## config.mk

```make
export PLATFORM = sky130hd
export DESIGN_NAME = lvds_tx_framer
export DESIGN_NICKNAME = d
export VERILOG_FILES = /design/src/rtl/lvds_pkg.sv /design/src/rtl/lvds_tx_fifo.sv /design/src/rtl/lvds_tx_framer.sv
export SDC_FILE = /design/constraint.sdc
export NUM_CORES = 1
export LEC_CHECK = 0
export BUFFER_PORTS_ARGS = -buffer_cell sky130_fd_sc_hd__buf_2
export CORE_UTILIZATION = 45
export CTS_BUF_LIST = sky130_fd_sc_hd__clkbuf_8 sky130_fd_sc_hd__clkbuf_16
export DETAILED_ROUTE_END_ITERATION = 10
export HOLD_SLACK_MARGIN = 0.06
export PLACE_DENSITY = 0.61
export SLEW_MARGIN = 40
export SYNTH_ARGS = -nofsm -noshare
export SYNTH_HDL_FRONTEND = slang
export SYNTH_SLANG_ARGS = --single-unit
```

## constraint.sdc

```tcl
create_clock -name clk64mhz -period 5.3 [get_ports clk64mhz]
set_input_delay 1.06 -clock clk64mhz [delete_from_list [all_inputs] [get_ports clk64mhz]]
set_output_delay 1.06 -clock clk64mhz [all_outputs]
set_load 0.02 [all_outputs]
```

## src/rtl/lvds_pkg.sv

```systemverilog
// Shared constants and the framer state type for the LVDS transmit path.
package lvds_pkg;

  localparam logic [31:0] SYNC_WORD = 32'h1ACF_FC1D;
  localparam logic [31:0] IDLE_WORD = 32'h5555_5555;
  localparam logic [7:0]  HDR_TAG   = 8'hA5;

  typedef enum logic [2:0] {
    ST_IDLE,
    ST_SYNC,
    ST_HDR,
    ST_PAYLOAD,
    ST_CHK
  } framer_state_e;

endpackage

```

## src/rtl/lvds_tx_fifo.sv

```systemverilog
// Single-clock synchronous word FIFO feeding the framer. Head word is
// presented combinationally on pop_data; DEPTH must be a power of two >= 2.
module lvds_tx_fifo #(
  parameter int unsigned DEPTH = 16,
  parameter int unsigned WIDTH = 32
) (
  input  logic                     clk,
  input  logic                     rst_n,
  input  logic                     push,
  input  logic [WIDTH-1:0]         push_data,
  input  logic                     pop,
  output logic [WIDTH-1:0]         pop_data,
  output logic [$clog2(DEPTH):0]   count,
  output logic                     full,
  output logic                     empty
);

  localparam int unsigned AW    = $clog2(DEPTH);
  localparam int unsigned CNT_W = AW + 1;

  logic [WIDTH-1:0] mem [DEPTH];
  logic [AW-1:0]    wr_ptr_q, wr_ptr_d;
  logic [AW-1:0]    rd_ptr_q, rd_ptr_d;
  logic [CNT_W-1:0] count_q, count_d;
  logic             do_push, do_pop;

  assign full     = (count_q == CNT_W'(DEPTH));
  assign empty    = (count_q == '0);
  assign count    = count_q;
  assign pop_data = mem[rd_ptr_q];

  // Pointer/count update; a push while full is only taken alongside a pop.
  always_comb begin
    do_push  = push & (~full | pop);
    do_pop   = pop & ~empty;
    wr_ptr_d = wr_ptr_q;
    rd_ptr_d = rd_ptr_q;
    count_d  = count_q;
    if (do_push) wr_ptr_d = wr_ptr_q + AW'(1);
    if (do_pop)  rd_ptr_d = rd_ptr_q + AW'(1);
    case ({do_push, do_pop})
      2'b10:   count_d = count_q + CNT_W'(1);
      2'b01:   count_d = count_q - CNT_W'(1);
      default: count_d = count_q;
    endcase
  end

  // Pointer and occupancy registers; reset discards any buffered words.
  always_ff @(posedge clk or negedge rst_n) begin
    if (!rst_n) begin
      wr_ptr_q <= '0;
      rd_ptr_q <= '0;
      count_q  <= '0;
    end else begin
      wr_ptr_q <= wr_ptr_d;
      rd_ptr_q <= rd_ptr_d;
      count_q  <= count_d;
    end
  end

  // Storage array, written at the tail pointer.
  always_ff @(posedge clk) begin
    if (do_push) mem[wr_ptr_q] <= push_data;
  end

endmodule

```

## src/rtl/lvds_tx_framer.sv

```systemverilog
// Frames buffered payload words as SYNC, HDR, payload, CHK for a word-serial
// LVDS serializer. All framer state advances only on word_tick edges.
module lvds_tx_framer
  import lvds_pkg::*;
#(
  parameter int unsigned PAYLOAD_WORDS = 8,
  parameter int unsigned FIFO_DEPTH    = 16
) (
  input  logic                        clk64mhz,
  input  logic                        rst_n,
  input  logic [31:0]                 s_data,
  input  logic                        s_valid,
  output logic                        s_ready,
  input  logic                        word_tick,
  output logic [31:0]                 tx_data,
  output logic                        tx_en,
  output logic [7:0]                  seq,
  output logic [$clog2(FIFO_DEPTH):0] fifo_count
);

  localparam int unsigned CNT_W = $clog2(FIFO_DEPTH) + 1;
  localparam int unsigned IDX_W = (PAYLOAD_WORDS > 1) ? $clog2(PAYLOAD_WORDS) : 1;
  localparam logic [CNT_W-1:0] PW_CNT   = CNT_W'(PAYLOAD_WORDS);
  localparam logic [IDX_W-1:0] IDX_LAST = IDX_W'(PAYLOAD_WORDS - 1);

  framer_state_e    state_q, state_d;
  logic [31:0]      tx_data_q, tx_data_d;
  logic             tx_en_q, tx_en_d;
  logic [7:0]       seq_q, seq_d;
  logic [31:0]      chk_q, chk_d;
  logic [IDX_W-1:0] idx_q, idx_d;

  logic             pop_req, fifo_pop, fifo_push;
  logic             fifo_full, fifo_empty;
  logic [31:0]      fifo_head;
  logic [CNT_W-1:0] fifo_cnt;
  logic             start_ok;
  logic [31:0]      hdr_word;

  assign fifo_push  = s_valid & s_ready;
  assign fifo_pop   = pop_req & ~fifo_empty;
  assign s_ready    = ~fifo_full;
  assign fifo_count = fifo_cnt;
  assign tx_data    = tx_data_q;
  assign tx_en      = tx_en_q;
  assign seq        = seq_q;

  lvds_tx_fifo #(
    .DEPTH (FIFO_DEPTH),
    .WIDTH (32)
  ) u_fifo (
    .clk       (clk64mhz),
    .rst_n     (rst_n),
    .push      (fifo_push),
    .push_data (s_data),
    .pop       (fifo_pop),
    .pop_data  (fifo_head),
    .count     (fifo_cnt),
    .full      (fifo_full),
    .empty     (fifo_empty)
  );

  // Next-word selection; everything holds unless this edge is a word tick.
  always_comb begin
    start_ok  = (fifo_cnt >= PW_CNT);
    hdr_word  = {HDR_TAG, seq_q, 16'(PAYLOAD_WORDS)};
    state_d   = state_q;
    tx_data_d = tx_data_q;
    tx_en_d   = tx_en_q;
    seq_d     = seq_q;
    chk_d     = chk_q;
    idx_d     = idx_q;
    pop_req   = 1'b0;
    if (word_tick) begin
      case (state_q)
        ST_IDLE: begin
          if (start_ok) begin
            tx_data_d = SYNC_WORD;
            tx_en_d   = 1'b1;
            state_d   = ST_SYNC;
          end else begin
            tx_data_d = IDLE_WORD;
            tx_en_d   = 1'b0;
          end
        end
        ST_SYNC: begin
          tx_data_d = hdr_word;
          chk_d     = hdr_word;
          state_d   = ST_HDR;
        end
        ST_HDR: begin
          pop_req   = 1'b1;
          tx_data_d = fifo_head;
          chk_d     = chk_q ^ fifo_head;
          idx_d     = '0;
          state_d   = ST_PAYLOAD;
        end
        ST_PAYLOAD: begin
          if (idx_q < IDX_LAST) begin
            pop_req   = 1'b1;
            tx_data_d = fifo_head;
            chk_d     = chk_q ^ fifo_head;
            idx_d     = idx_q + IDX_W'(1);
          end else begin
            tx_data_d = chk_q;
            state_d   = ST_CHK;
          end
        end
        ST_CHK: begin
          seq_d = seq_q + 8'd1;
          if (start_ok) begin
            tx_data_d = SYNC_WORD;
            tx_en_d   = 1'b1;
            state_d   = ST_SYNC;
          end else begin
            tx_data_d = IDLE_WORD;
            tx_en_d   = 1'b0;
            state_d   = ST_IDLE;
          end
        end
        default: begin
          tx_data_d = IDLE_WORD;
          tx_en_d   = 1'b0;
          state_d   = ST_IDLE;
        end
      endcase
    end
  end

  // Framer registers; reset aborts any frame in flight.
  always_ff @(posedge clk64mhz or negedge rst_n) begin
    if (!rst_n) begin
      state_q   <= ST_IDLE;
      tx_data_q <= IDLE_WORD;
      tx_en_q   <= 1'b0;
      seq_q     <= '0;
      chk_q     <= '0;
      idx_q     <= '0;
    end else begin
      state_q   <= state_d;
      tx_data_q <= tx_data_d;
      tx_en_q   <= tx_en_d;
      seq_q     <= seq_d;
      chk_q     <= chk_d;
      idx_q     <= idx_d;
    end
  end

endmodule

```

==> flow_summary.ini <==
[run_status]
status = finished, final reports clean

[sta]
achievable-frequency_mhz = 275.3
setup_viol = 0
drv_slew = 0
worst_pin_slew_ps = 912.4
rsz0062_at_grt = false
period_needed_ps = 3632
fin_skew_ps = 24.19
holdWs_ps = 420.9
hold_viol = 0
max-slew-margin-rel_pct = 39.04
finalSetupTns_ps = 0
fin_crit_sh_pct = 68.53

[grt]
overflow = 0
grt_max_degree = 57
grt_pass1_vias = 13380
track_usage_pct = 21.64
grt_pass1_wl_um = 88040
antenna_found_initial = 3

[synth]
avgSynthCellArea_um2 = 17.62
synth_nets = 1436
synth_warnings = 0
synth-async-reset-ratio_pct = 15.23
syn-cell-area_um2 = 24460
synth_edf_count = 512
synth_ff_type = edfxtp_1
ys_ff_latch = 604
ys_seq_area_share_pct = 72.34
synth_cell_types = 60
syn_inst = 1388

[placement]
port_buffers = 82
dp_hpwl_um = 37560
gp_congestion = 0.8308

[detailed_routing]
dr.first_iter.drc_count = 1415
totalWireLength_um = 59610
post_drt_via_cell_ratio = 5.999
vias = 13520
firstDrtPassIters = 5
avgRoutedWirePerCell_um = 26.46
antenna_left = 0
drc_errors = 0

[cts]
cts_resized = 0
root_buffer = clkbuf_16
post_cts_buffers = 0
cts-htree-levels = 2
worstSkewPairLatency_ps = 620
cts_hold_buf = 0
clk_pin_slew_ps = 70
cts_inserted_buffers = 59
cts.sinks = 604
cts_tree = yes
clk_path_buf_depth = 3

[critical_path]
reg2reg_slack_ps = 1670
crit_slowest_cell = nor2b_1
cp-start-kind = flip-flop
worstPathArrival_ps = 4160
rr_worst_depth = 12
worstPathRequired_ps = 5830
startpoint = state_q[1]
crit_type = reg -> reg
rr_endpoint = u_fifo.count[4]
cp_cell_sequence = nor2b_1, nand3_1, buf_4, a21oi_1, ha_1, inv_1, fa_1, nor2b_1, o21ai_0, and3_1, nor3_1, xor2_1
rr_startpoint = state_q[1]
cp-end-kind = flip-flop
crit_path_max_incr_delay_ps = 630
crit_path_frequent_cell = nor2b_1
crit_path_max_fanout = 18
cp-endpoint = u_fifo.count[4]

[power_and_ir_drop]
power_density_nw_per_um2 = 574.1
peakVddDrop_mv = 0.3259
p_leak_nw = 9.865

[die]
initial_utilization_pct = 45.46
num_io_pins = 83
die_area_um2 = 55300
die_x_um = 235.2
dieHeight_um = 235.2
rows = 85
coreArea_um2 = 53810

[job]
cap_violations = 0

[finish]
area_delta_synth_final_pct = 14.77
antennaDiodeCount = 0
drive_above_1_share_pct = 23.06
nets = 1554
layout_commonest_cell = edfxtp_1
layout_common_cells = 512 x edfxtp_1, 112 x mux2i_1, 82 x buf_2

[hold_path]
hold_class = in -> async
cell families (layout without fill, tap and decap cells):
logic type               after synthesis  in the layout  share of synthesized area [%]
AO/OA/AOI/OAI                        239            239                          6.813
XOR/XNOR                              17             17                         0.6086
adder cells (fa/ha/maj)               12             12                         0.6444
buffers and inverters                 94            263                          2.291
flip-flops                           604            604                          72.34
multiplexers                         205            205                          13.16
AND/OR/NAND/NOR                      217            217                          4.143
registers in the layout, summed over array words and instances, names as in the netlist:
name and flops:
u_fifo.rd_ptr_q 4, chk_q 32, seq 8, tx_data 32
u_fifo.count 5, u_fifo.mem 512, idx_q 3, tx_en 1
state_q 3, u_fifo.wr_ptr_q 4
power by group:
part | internal (mW) | switching [mW] | leakage (nW)
sequential | 5.95 | 0.584 | 5.72
clock | 2.68 | 1.78 | 1.05
combinational | 2.03 | 3.09 | 3.09
layout make-up:
type	count	area (µm²)
Tap cell	696	870.8
Timing Repair Buffer	135	1002
Clock inverter	52	583.1
Fill cell	4251	25740
Inverter	16	60.06
Clock buffer	60	1501
Sequential cell	604	17710
Multi-Input combinational cell	690	6354
synthesized netlist by cell type (7+ instances only):
cell / instances / area (µm²)
nor3_1: 20 / 100.1
o21ai_0: 39 / 195.2
dfstp_2: 16 / 420.4
nand4_1: 8 / 50.05
mux2i_1: 112 / 1121
nor2_1: 53 / 198.9
xnor2_1: 11 / 96.34
and2_1: 7 / 43.79
buf_2: 15 / 75.07
buf_6: 8 / 90.09
a21oi_1: 62 / 310.3
a221oi_1: 49 / 429.2
edfxtp_1: 512 / 15370
and3_1: 12 / 75.07
inv_1: 14 / 52.55
nand3_1: 12 / 60.06
clkbuf_1: 34 / 127.6
nand2b_1: 18 / 112.6
dfrtp_1: 76 / 1902
nand2_1: 74 / 277.8
ha_1: 11 / 137.6
buf_1: 10 / 37.54
a211o_1: 7 / 61.31
a22oi_1: 21 / 157.7
mux4_2: 80 / 1802
a31oi_1: 9 / 56.30
o221ai_1: 8 / 70.07
mux4_1: 10 / 262.8
per-stage QoR:
step                      std cells  util [%]  setup slack [ps]  total power [mW]  instance area [µm²]
after floorplan                1388         -              1030             10.01                24460
after global placement         2127     47.74              1460             11.57                25690
after detailed placement       2140     48.23              1389             11.72                25960
after CTS                      2252     52.11              1709             16.18                28040
after global routing           2253     52.17              1304             16.80                28080
final                          2253     52.17              1668             16.12                28080
critical path: cells and delay by family (launching register included):
| family | cells | cell delay [ps] |
|---|---|---|
| AO/OA/AOI/OAI | 2 | 490 |
| XOR/XNOR | 1 | 160 |
| adder cells (fa/ha/maj) | 2 | 710 |
| buffers and inverters | 2 | 360 |
| flip-flops | 1 | 560 |
| AND/OR/NAND/NOR | 5 | 1260 |
worst min-delay path by stage:
| stage | cells after the start | slack [ps] | to |
|---|---|---|---|
| 3_3_place_gp | 1 | 480 | chk_q[7] |
| 3_5_place_dp | 2 | 480 | tx_data[18] |
| 2_1_floorplan | 1 | 460 | chk_q[1] |
| 4_1_cts | 1 | 410 | seq[6] |
| 6_report | 1 | 420 | idx_q[2] |
| 5_1_grt | 1 | 450 | seq[6] |
routing by layer:
layer | part of all wire, % | GRT usage (%)
met5 | 0.017 | 0
met4 | 2.0 | 6.041
met3 | 6.2 | 2.978
met2 | 47 | 33.32
met1 | 45 | 32.40
Power figures use the tool's default switching activity.
